**config.mk**
```make
export PLATFORM = sky130hd
export DESIGN_NAME = fp_result_buffer
export DESIGN_NICKNAME = d
export VERILOG_FILES = /design/src/rtl/fp_result_buffer.sv
export SDC_FILE = /design/constraint.sdc
export NUM_CORES = 1
export LEC_CHECK = 0
export CAP_MARGIN = 25
export CORE_AREA = 2 2 125 103
export DETAILED_ROUTE_END_ITERATION = 7
export DIE_AREA = 0 0 127 105
export PLACE_DENSITY = 0.84
export SETUP_SLACK_MARGIN = 0.2
export SLEW_MARGIN = 20
export SYNTH_ARGS = -nofsm -noshare
export SYNTH_HDL_FRONTEND = slang
export SYNTH_SLANG_ARGS = --single-unit
```
**constraint.sdc**
```tcl
create_clock -name clk -period 6.4 [get_ports clk]
set_input_delay 0.96 -clock clk [delete_from_list [all_inputs] [get_ports clk]]
set_output_delay 0.96 -clock clk [all_outputs]
set_load 0.03 [all_outputs]
```
**src/rtl/fp_result_buffer.sv**
```systemverilog
// Result FIFO for IEEE-754 single-precision products; tags each entry with its class.
// Optional per-class event counters are built when FP_CLASS_COUNT_EN is defined.
module fp_result_buffer #(
    parameter int DEPTH = 4,
    parameter int CNT_W = 16
) (
    input  logic                     clk,
    input  logic                     rst,
    input  logic                     in_valid,
    output logic                     in_ready,
    input  logic [31:0]              in_data,
    output logic                     out_valid,
    input  logic                     out_ready,
    output logic [31:0]              out_data,
    output logic [2:0]               out_class,
    output logic [$clog2(DEPTH):0]   level,
    input  logic                     flush,
    input  logic                     clear_cnt,
    output logic [CNT_W-1:0]         cnt_zero,
    output logic [CNT_W-1:0]         cnt_denorm,
    output logic [CNT_W-1:0]         cnt_inf,
    output logic [CNT_W-1:0]         cnt_nan
);

    localparam int PW = $clog2(DEPTH);
    localparam int LW = PW + 1;

    localparam logic [2:0] CLS_NORMAL = 3'd0;
    localparam logic [2:0] CLS_ZERO   = 3'd1;
    localparam logic [2:0] CLS_DENORM = 3'd2;
    localparam logic [2:0] CLS_INF    = 3'd3;
    localparam logic [2:0] CLS_NAN    = 3'd4;

    typedef enum logic {ST_INIT, ST_RUN} state_t;

    function automatic logic [2:0] classify(input logic [31:0] d);
        logic [2:0] c;
        c = CLS_NORMAL;
        if (d[30:23] == 8'hFF)
            c = (d[22:0] != 23'd0) ? CLS_NAN : CLS_INF;
        else if (d[30:23] == 8'h00)
            c = (d[22:0] != 23'd0) ? CLS_DENORM : CLS_ZERO;
        return c;
    endfunction

    state_t          r_state;
    logic [PW-1:0]   r_wr;
    logic [PW-1:0]   r_rd;
    logic [LW-1:0]   r_level;
    logic [34:0]     r_mem [DEPTH];

    logic            w_push;
    logic            w_pop;
    logic [2:0]      w_in_class;
    logic [34:0]     w_head;

    assign w_in_class = classify(in_data);
    assign in_ready   = (r_state == ST_RUN) && (r_level != LW'(DEPTH)) && !flush;
    assign out_valid  = (r_level != '0);
    assign w_push     = in_valid && in_ready;
    assign w_pop      = out_valid && out_ready;
    assign level      = r_level;

    // Storage is never reset; the empty-gating below keeps stale words off the outputs.
    assign w_head    = r_mem[r_rd];
    assign out_data  = out_valid ? w_head[31:0]  : 32'd0;
    assign out_class = out_valid ? w_head[34:32] : 3'd0;

    always_ff @(posedge clk or posedge rst) begin
        if (rst) begin
            r_state <= ST_INIT;
        end else begin
            case (r_state)
                ST_INIT: r_state <= ST_RUN;
                default: r_state <= ST_RUN;
            endcase
        end
    end

    always_ff @(posedge clk or posedge rst) begin
        if (rst) begin
            r_wr    <= '0;
            r_rd    <= '0;
            r_level <= '0;
        end else if (flush) begin
            r_wr    <= '0;
            r_rd    <= '0;
            r_level <= '0;
        end else begin
            if (w_push) r_wr <= r_wr + PW'(1);
            if (w_pop)  r_rd <= r_rd + PW'(1);
            case ({w_push, w_pop})
                2'b10:   r_level <= r_level + LW'(1);
                2'b01:   r_level <= r_level - LW'(1);
                default: r_level <= r_level;
            endcase
        end
    end

    always_ff @(posedge clk) begin
        if (w_push) r_mem[r_wr] <= {w_in_class, in_data};
    end

`ifdef FP_CLASS_COUNT_EN
    function automatic logic [CNT_W-1:0] sat_inc(input logic [CNT_W-1:0] c);
        return (c == '1) ? c : c + CNT_W'(1);
    endfunction

    logic [CNT_W-1:0] r_cnt_zero;
    logic [CNT_W-1:0] r_cnt_denorm;
    logic [CNT_W-1:0] r_cnt_inf;
    logic [CNT_W-1:0] r_cnt_nan;

    // Normal-class pushes are deliberately not counted.
    always_ff @(posedge clk or posedge rst) begin
        if (rst || clear_cnt) begin
            r_cnt_zero   <= '0;
            r_cnt_denorm <= '0;
            r_cnt_inf    <= '0;
            r_cnt_nan    <= '0;
        end else if (w_push) begin
            case (w_in_class)
                CLS_ZERO:   r_cnt_zero   <= sat_inc(r_cnt_zero);
                CLS_DENORM: r_cnt_denorm <= sat_inc(r_cnt_denorm);
                CLS_INF:    r_cnt_inf    <= sat_inc(r_cnt_inf);
                CLS_NAN:    r_cnt_nan    <= sat_inc(r_cnt_nan);
                default:    ;
            endcase
        end
    end

    assign cnt_zero   = r_cnt_zero;
    assign cnt_denorm = r_cnt_denorm;
    assign cnt_inf    = r_cnt_inf;
    assign cnt_nan    = r_cnt_nan;
`else
    logic w_unused_clear;
    assign w_unused_clear = clear_cnt;
    assign cnt_zero   = '0;
    assign cnt_denorm = '0;
    assign cnt_inf    = '0;
    assign cnt_nan    = '0;
`endif

endmodule

```
# After elaboration in Yosys (flattened, before gate mapping)
# Memories as Yosys holds them, arrays and structs flattened.
# Index checks and enable logic that the tools add are counted.
[word_totals] ram_bits=140 n_memories=1 reg_bits=8
[classes] mux=14 reduce_logical=11 n_addsub=4 eq_ne=4
[mem_list] name="r_mem" words=4 width=35 rd=1 rd_ports_with_merged_regs=0 write_ports=1 line="50" text="logic [34:0] r_mem [DEPTH];"
[op_table] cell="two-way mux 32 bit" n=1
[op_table] cell="nonzero test 23 bit" n=1
[op_table] cell="two-way mux 2 bit" n=6
[op_table] cell="two-way mux 3 bit" n=4
[op_table] cell="equality test 8 bit, second input constant" n=1
[op_table] cell="logical NOT 8 bit" n=1
[op_table] cell="case mux 3 bit (2 select lines)" n=1
[op_table] cell="nonzero test 3 bit" n=2
[op_table] cell="adder 2 x 1 -> 2 bit, second input constant" n=2
[op_table] cell="logical AND 1 bit" n=4
[op_table] cell="nonzero test 2 bit" n=2
[op_table] cell="adder 3 x 1 -> 3 bit, second input constant" n=1
[op_table] cell="inequality test 3 bit, second input constant" n=1
[op_table] cell="subtractor 3 x 1 -> 3 bit, second input constant" n=1
[op_table] cell="equality test 2 x 1 -> 1 bit, second input constant" n=1
[op_table] cell="equality test 2 bit, second input constant" n=1
[op_table] cell="two-way mux 1 bit" n=2
[op_table] cell="logical NOT 1 bit" n=1

# Logic depth before layout (Yosys ltp)
# Gate-level depths: netlist of run 1.
[logic_depth] ltp_word=7 ltp_mapped=7 ltp_nobuf=7

# Worst setup path after synthesis of run 1
# No wires, ideal clock.
[synth_timing] path_type="input-to-output" start="in flush" end="out in_ready" path_slack_ps=3680 arrival_ps=1760 required_ps=5440 n_path_buf=1 path_stages=3 path_cell_list="clkbuf_1 -> nand2b_1 -> a21oi_1"
[synth_via] elab_chain_len=2
[synth_rtl] element="from (decl)" line="17" text="input logic flush,"
[synth_rtl] element="logical NOT 1 bit" line="58" text="assign in_ready = (r_state == ST_RUN) && (r_level != LW'(DEPTH)) && !flush;"
[synth_rtl] element="logical AND 1 bit" line="58"
[synth_rtl] element="to (decl)" line="10" text="output logic in_ready,"
# Every way passes these cells.

# Worst setup path in the final report of run 1
[layout_timing] start="reg r_rd[0]" end="out out_data[1]"
[layout_via] elab_chain_len=2
[layout_rtl] element="from (decl)" line="48" text="logic [PW-1:0] r_rd;"
[layout_rtl] element="from (signal assigned)" line="91" text="if (w_pop) r_rd <= r_rd + PW'(1);"
[layout_rtl] element="memory read (4 x 35 bit)"
[layout_rtl] element="two-way mux 32 bit" line="66" text="assign out_data = out_valid ? w_head[31:0] : 32'd0;"
[layout_rtl] element="to (decl)" line="14" text="output logic [31:0] out_data,"
# Every way passes these cells.

==> results of run 1 <==
per-layer routing:
metal | global-route usage [%] | vias to the layer above | part of all wire (%)
met5 | 0 | - | 0
met4 | 5.416 | 0 | 0.71
met3 | 5.530 | 8 | 6.0
met2 | 29.99 | 136 | 50
met1 | 23.04 | 1610 | 43
li1 | - | 1440 | -
cell type report:
type | count | share of cell area, %
repair buffers | 78 | 9.998
well taps | 152 | 2.451
flip-flops and latches | 148 | 56.78
clock inverters | 14 | 2.290
multi-input cells | 195 | 22.80
inverters | 3 | 0.1451
clock buffers | 18 | 5.531
state kept, by name, summed over array words and instances, names as in the netlist:
signal / cells
r_rd: 2
r_state: 1
r_wr: 2
level: 3
r_mem: 140
final timing paths:
kind / slack, ns / start / to
worst max-delay path: 2.51 / r_rd[0] / out_data[1]
worst min-delay path: 0.60 / r_wr[0] / r_wr[0]
worst max register to register: 3.78 / level[1] / level[2]
worst min register to register: 0.60 / r_wr[0] / r_wr[0]
max in group asynchronous: 5.30 / rst / r_rd[0]
min in group asynchronous: 0.81 / rst / level[1]
stage by stage:
step / hold slack, ns / power, mW / util, % / instance area [sq um]
after floorplan: 0.5546 / 1.859 / - / 6745
after global placement: 0.5681 / 2.158 / 59.69 / 7152
after detailed placement: 0.5821 / 2.180 / 59.69 / 7152
after CTS: 0.5972 / 3.183 / 64.76 / 7759
after global routing: 0.6564 / 3.270 / 64.76 / 7759
final: 0.5988 / 3.147 / 64.76 / 7759
worst reg2reg max path, cell delays in order (launching register included):
cell      delay [ns]
dfrtp_1         0.45
or3_4           0.61
nand2_4         0.17
nor2_1          0.07
fa_1            0.43
nand2b_1        0.18
or4_1           0.40
a31oi_1         0.22
placed cells by master, fill, tap and decap left out, drive strengths merged:
cell           instances
nand2b                 4
clkinvlp               2
mux2i                  2
nor3                   1
buf                    2
o31ai                  1
a211oi                 1
ha                     4
fa                     1
clkbuf                18
nand3                  1
or3                    1
nand3b                 1
or2                    1
nor2b                  1
clkdlybuf4s50         76
and2                  39
or4                    1
o211ai                 1
and3b                  1
clkinv                 6
nor4                   7
nand2                  5
dfrtp                  8
xor2                   3
nand4                  3
inv                    6
a31oi                  1
o221ai                 1
conb                  65
mux4                  35
bufinv                 3
edfxtp               140
a21oi                  2
mux2                   2
nor2                  10
report_power, final:
part           total (mW)  internal [mW]  switching, mW
clock network        1.00          0.618          0.382
registers            1.12           1.09         0.0374
logic                1.02          0.439          0.583
total                3.15           2.14           1.00
logic make-up (layout without fill, tap and decap cells):
kind of cell	after synthesis	in the layout
adders and majority gates	5	5
buffers and inverters	80	113
xor gates and xnor gates	3	3
other	2	65
DFF	148	148
muxes	39	39
AOI/OAI and AO/OA	7	7
and+or+nand+nor	76	76
==> impl_metrics.ini, run 1 <==
[yosys]
mean_cell_area_of_the_mapped_netlist_sq_um = 18.08
synth_most_common_cell = edfxtp_1
yosys.area.top_type_share_pct = 64.59
adder_and_majority_gate_portion_of_the_synthesized_area_pct = 1.077
synth_compound_area_share_pct = 0.9035
number_of_enable_flip_flop_cells_after_synthesis = 140
ys_top_cells_by_area = edfxtp_1 (65%), mux4_1 (7.7%), buf_4 (7.4%)
synth_xor_xnor_area_share_pct = 0.5190
post_synthesis_async_set_or_reset_flop_share_pct = 5.405
synth_top_area_cell = edfxtp_1
synthFlopType = edfxtp_1
synth_area_sq_mm = 0.006509
synth-simple-area-share_pct = 6.997
largest_family_of_logic_cells_by_synthesized_area = multiplexers
seq_area_frac_synth_pct = 67.67
ys_seq_elements = 148
synth.mux.area_fraction_pct = 13.86
yosys.cell_types.count = 42
synth.cells.most_frequent = edfxtp_1 (140), buf_4 (64), and2_1 (39)
netlist_instances = 360
yosysWarnings = 0

[clock_network]
postCtsResizedCells = 0
cts_max_path_buffers = 2
clock_insertion_delay_at_the_later_pin_of_the_skew_report_ns = 0.41
cts_post_setup_buffers_inserted = 0
path_clk_slew_ns = 0.07
cts_root_buf = clkbuf_16
tritoncts = yes
cts_max_level = 4
cts_made_buffers = 17
cts-hold-fix-buffers = 0
numClockSinks = 148

[placed_design]
hpwl_um = 6851
gpl_congestion = 0.7523
dp_worst_setup_slack_ns = 2.858
place.port_buffers = 76
dp.cells = 576

[routing]
remaining_drc_errors = 0
viasPerCell = 5.253
total_wire_length_after_detailed_routing_um = 11380
drt_iter0_drc = 192
ant_nets = 0
wl_per_cell_um = 18.71
drt-pass1-iter-count = 4
total_vias_in_the_final_route = 3194

[hold_path]
worst_hold_path.num_cells = 1
worst_hold_path_type = reg2reg

[finish]
antenna_cells = 0
nFillCells = 823
finish.cell_count_without_fillers = 608
seqCellArea_sq_mm = 0.004405
layout.nets = 486
area_overhead_vs_synth_pct = 19.20
multi_input_comb_area_sq_mm = 0.001769
final_layout_size_suffix_gt1_share_pct = 13.16

[timing]
clock_skew_ns = 0.01181
report.final.hold_viol_count = 0
final.setup.worst_slack_ns = 2.511
grt_setup_unrepaired = no
min_period_ns = 3.889
timing.setup.tns_ns = 0
finalMaxSlewViolations = 0
max_clock_freq_mhz = 257.1
relSlewSlack_pct = 33.96
tightest_slew_ns = 0.9906
final_period_utilization_pct = 60.77
finalSetupViolCount = 0

[floorplanning]
fp.dieArea_sq_mm = 0.01334
core_region_area_sq_mm = 0.01198
die_span_in_x_um = 127
die_h_um = 105
initial_core_util_pct = 54.32
rows = 36
num_io_pins = 142

[worst_setup_path]
endpoint_arrival_time_on_the_critical_path_ns = 2.93
timing.reg2reg.worst_path_depth = 7
cp_max_fo = 25
cp_data_required_time_ns = 5.44
worstSetupPathDepth = 4
critical_path_buf_inv_count = 2
cp-end-kind = output pin
critical-path-top-delay-family = buffers and inverters
crit_type = reg2out
worstPathCellList = buf_4, mux4_1, and2_1, clkdlybuf4s50_1
max_stage_delay_on_crit_path_ns = 0.65
crit_path_top_delay_cell = mux4_1
critical_path.startpoint_type = flip-flop

[grt]
number_of_antenna_violations_at_the_first_check_in_global_routing = 0
grt_pass1_wl_um = 17680
aggregate_global_route_resource_usage_pct = 18.04
pin_count_of_the_biggest_net_entering_global_routing = 39
via_count_of_the_first_global_routing_pass = 3209
grt.overflow.total = 0

[run]
timing.max_cap.violations = 0

[pwr]
static-leakage-power_nw = 2.674
power.density_mw_per_mm2 = 405.7
vdd_ir_drop_max_mv = 0.2711

[status]
run_status = finished, final reports clean
No activity file was read; power rests on OpenSTA's default activity.
==> run 2: changes to the inputs <==
CORE_AREA = 2 2 130 107   (was 2 2 125 103)
DIE_AREA = 0 0 132 109   (was 0 0 127 105)
PLACE_DENSITY = 0.79   (was 0.84)
clock period = 4.1 ns   (was 6.4 ns; I/O delays follow)
==> impl_metrics.ini, run 2 (synthesized netlist as in run 1, its figures left out) <==
[finish]
largest_register_ffs = 140
final_layout_size_suffix_gt1_share_pct = 14.25
finalCoreUtilization_pct = 60.19
layout.nets = 493
mostFrequentLayoutCell = edfxtp_1
area_overhead_vs_synth_pct = 21.80
top_register = r_mem
nFillCells = 950
final_cell_mix = edfxtp_1 (140), clkdlybuf4s50_1 (76), conb_1 (65)
stdcell_area_sq_mm = 0.007928
antenna_cells = 0
finish.cell_count_without_fillers = 643

[status]
run_status = finished, final reports clean

[clock_network]
cts_root_buf = clkbuf_16
clock_insertion_delay_at_the_later_pin_of_the_skew_report_ns = 0.41
cts-hold-fix-buffers = 0
postCtsResizedCells = 0
numClockSinks = 148
cts_made_buffers = 17
cts_max_path_buffers = 2
cts_max_level = 4
cts_post_setup_buffers_inserted = 0
path_clk_slew_ns = 0.06
tritoncts = yes

[pwr]
power.density_mw_per_mm2 = 641.0
power_mw = 5.082
vdd_ir_drop_max_mv = 0.4019
static-leakage-power_nw = 2.748

[placed_design]
placed_area_sq_mm = 0.007264
dp_worst_setup_slack_ns = 0.9686
place.port_buffers = 76
dp.cells = 611
hpwl_um = 7210
gpl_congestion = 0.7701

[floorplanning]
die_span_in_x_um = 132
initial_core_util_pct = 49.42
core_region_area_sq_mm = 0.01317
die_h_um = 109
fp.dieArea_sq_mm = 0.01439
num_io_pins = 142
rows = 38

[routing]
ant_nets = 0
remaining_drc_errors = 0
wl_per_cell_um = 17.78
drt_iter0_drc = 202
drt-pass1-iter-count = 4
total_vias_in_the_final_route = 3241
total_wire_length_after_detailed_routing_um = 11430
viasPerCell = 5.040

[timing]
finalSetupViolCount = 0
final.setup.worst_slack_ns = 0.7609
final_period_utilization_pct = 81.44
relSlewSlack_pct = 49.55
finalMaxSlewViolations = 0
fin_hold_ws_ns = 0.4678
grt_setup_unrepaired = no
timing.setup.tns_ns = 0
clock_skew_ns = 0.008978
tightest_slew_ns = 0.7568
max_clock_freq_mhz = 299.5
min_period_ns = 3.339
report.final.hold_viol_count = 0

[grt]
grt.overflow.total = 0
via_count_of_the_first_global_routing_pass = 3188
grt_pass1_wl_um = 17650
number_of_antenna_violations_at_the_first_check_in_global_routing = 0
aggregate_global_route_resource_usage_pct = 16.95
pin_count_of_the_biggest_net_entering_global_routing = 39

[worst_setup_path]
setup.worst_path.start = r_rd[0]
critical_path.startpoint_type = flip-flop
r2r_setup_slack_ns = 1.57
cp_max_fo = 24
timing.reg2reg.worst_path_depth = 7
endpoint_arrival_time_on_the_critical_path_ns = 2.72
r2r-end = level[2]
cp-end-kind = output pin
cp_data_required_time_ns = 3.48
crit_end = out_data[21]
timing.rr.start = level[1]
crit_type = reg2out

[run]
timing.max_cap.violations = 0

[hold_path]
worst_hold_path_type = in2async
run 2: cell count changes in the layout (fill, tap and decap cells not counted), sizes merged:
cell / delta
clkbuf: +6
buf: +7
clkinvlp: -1
clkinv: -4
inv: -3
bufinv: +2
run 2: how the worst min path moves through the flow:
| stage | startpoint | to | slack [ns] |
|---|---|---|---|
| final | rst | r_rd[1] | 0.47 |
| after global routing | rst | r_rd[1] | 0.48 |
| after CTS | rst | r_wr[0] | 0.46 |
| after detailed placement | r_wr[0] | r_wr[0] | 0.59 |
| after global placement | r_wr[0] | r_wr[0] | 0.57 |
| after floorplan | rst | level[0] | 0.43 |
run 2: per-layer routing:
metal	routed length (um)	global-route usage, %
met2	5413	27.23
met4	140	5.512
met3	786	5.951
met1	5093	21.93
met5	0	0
run 2: power by group:
part / leakage (nW) / total, mW / switching, mW / internal (mW)
clock: 0.321 / 1.70 / 0.559 / 1.15
combinational: 1.06 / 1.61 / 0.911 / 0.700
sequential: 1.37 / 1.77 / 0.0680 / 1.70
total: 2.75 / 5.08 / 1.54 / 3.54
run 2: worst max-delay path: stages (launching register included):
cell	delay (ns)
dfrtp_2	0.65
buf_12	0.27
mux4_1	0.60
and2_1	0.19
clkdlybuf4s50_1	0.59
run 2: layout make-up:
cell class | count | area (sq um) | area share [%]
Clock inverter | 8 | 171.4 | 2.162
Multi-Input combinational cell | 195 | 1769 | 22.32
Inverter | 3 | 11.26 | 0.1420
Tap cell | 180 | 225.2 | 2.841
Timing Repair Buffer | 85 | 853.3 | 10.76
Clock buffer | 24 | 491.7 | 6.203
Sequential cell | 148 | 4405 | 55.57
==> run 3: changes to the inputs <==
CORE_AREA = 2 2 136 112   (was 2 2 130 107)
DIE_AREA = 0 0 138 114   (was 0 0 132 109)
PLACE_DENSITY = 0.76   (was 0.79)
clock period = 2.8 ns   (was 4.1 ns; I/O delays follow)
==> impl_metrics.ini, run 3 (synthesized netlist as in run 1, its figures left out) <==
[status]
run_status = finished, final reports clean

[timing]
max_clock_freq_mhz = 391.6
report.final.hold_viol_count = 0
clock_skew_ns = 0.008357
finalSetupViolCount = 0
final_period_utilization_pct = 91.21
timing.setup.tns_ns = 0
finalMaxSlewViolations = 0
grt_setup_unrepaired = yes
min_period_ns = 2.554

[worst_setup_path]
cp_data_required_time_ns = 2.38
critical_path.startpoint_type = flip-flop
endpoint_arrival_time_on_the_critical_path_ns = 2.13
cp-end-kind = output pin
cp_max_fo = 13
timing.reg2reg.worst_path_depth = 7
crit_type = reg2out

[routing]
total_vias_in_the_final_route = 3260
drt-pass1-iter-count = 4
ant_nets = 0
drt_iter0_drc = 246
wl_per_cell_um = 17.68
viasPerCell = 4.970
total_wire_length_after_detailed_routing_um = 11600
remaining_drc_errors = 0

[floorplanning]
initial_core_util_pct = 44.84
core_region_area_sq_mm = 0.01451
num_io_pins = 142
rows = 40
die_span_in_x_um = 138
die_h_um = 114
fp.dieArea_sq_mm = 0.01573

[clock_network]
cts_made_buffers = 17
path_clk_slew_ns = 0.06
tritoncts = yes
cts-hold-fix-buffers = 0
clock_insertion_delay_at_the_later_pin_of_the_skew_report_ns = 0.41
cts_root_buf = clkbuf_16
numClockSinks = 148
cts_max_level = 4
cts_max_path_buffers = 2

[finish]
top_register = r_mem
finalCoreUtilization_pct = 54.07
final_cell_mix = edfxtp_1 (140), conb_1 (65), clkdlybuf4s50_1 (40)
largest_register_ffs = 140
antenna_cells = 0
area_overhead_vs_synth_pct = 20.57
final_layout_size_suffix_gt1_share_pct = 18.63
mostFrequentLayoutCell = edfxtp_1
nFillCells = 1152
layout.nets = 497

[grt]
aggregate_global_route_resource_usage_pct = 15.13
number_of_antenna_violations_at_the_first_check_in_global_routing = 0
pin_count_of_the_biggest_net_entering_global_routing = 36
grt_pass1_wl_um = 17820
via_count_of_the_first_global_routing_pass = 3316
grt.overflow.total = 0

[placed_design]
gpl_congestion = 0.7929
place.port_buffers = 76
hpwl_um = 6981

[pwr]
power_mw = 7.025
vdd_ir_drop_max_mv = 0.5970
power.density_mw_per_mm2 = 895.2
static-leakage-power_nw = 2.837

[hold_path]
worst_hold_path_type = in2async

[run]
timing.max_cap.violations = 0
[run 3: worst max-delay path, stage by stage, from the launching register on]
cell	delay (ns)
dfrtp_2	0.45
clkbuf_16	0.22
mux4_2	0.50
and2_1	0.19
dlygate4sd2_1	0.35
[run 3: final cells by class]
class                      count  area [sq um]  area share, %
timing repair buffer          89         854.6          10.89
clock inverter                15         145.1          1.849
multi-input combinational    195          1769          22.54
sequential                   148          4405          56.14
inverter                       3         11.26         0.1435
tap                          189         236.5          3.013
clock buffer                  17         425.4          5.421
[run 3: repair_timing]
action | in CTS | in global routing
setup buffers | 0 | 1
hold endpoints to repair | 0 | 0
setup endpoints to repair | 36 | 21
gates cloned | 0 | 1
resized for setup | 36 | 35
[run 3: path summary, 6_finish.rpt]
kind                       slack, ns      from      endpoint
max                             0.25   r_rd[0]  out_data[26]
min                             0.26       rst      level[0]
max reg2reg                     0.42  level[1]      level[2]
min reg2reg                     0.60   r_wr[0]       r_wr[0]
max in group asynchronous       2.28       rst       r_rd[0]
min in group clk                0.60   r_wr[0]       r_wr[0]
[run 3: stage by stage]
step           setup slack [ns]  hold WS (ns)  cells  area (sq um)
3_3_place_gp             0.3393        0.5695    622          7341
2_1_floorplan            0.5124        0.2357    423          6745
4_1_cts                  0.1758        0.2602    654          7866
5_1_grt                  0.1725        0.2789    656          7848
3_5_place_dp             0.2874        0.5917    622          7341
6_report                 0.2461        0.2606    656          7848
[run 3: where the power goes]
| group | internal, mW | leakage [nW] | switching [mW] |
|---|---|---|---|
| clock network | 1.25 | 0.275 | 0.930 |
| logic | 0.909 | 1.19 | 1.40 |
| registers | 2.48 | 1.37 | 0.0576 |
[run 3: metal layers]
| layer | part of all wire [%] | GRT usage, % |
|---|---|---|
| met5 | 0 | 0 |
| met4 | 1.4 | 6.054 |
| met3 | 6.2 | 4.240 |
| met2 | 49 | 25.05 |
| met1 | 43 | 19.17 |
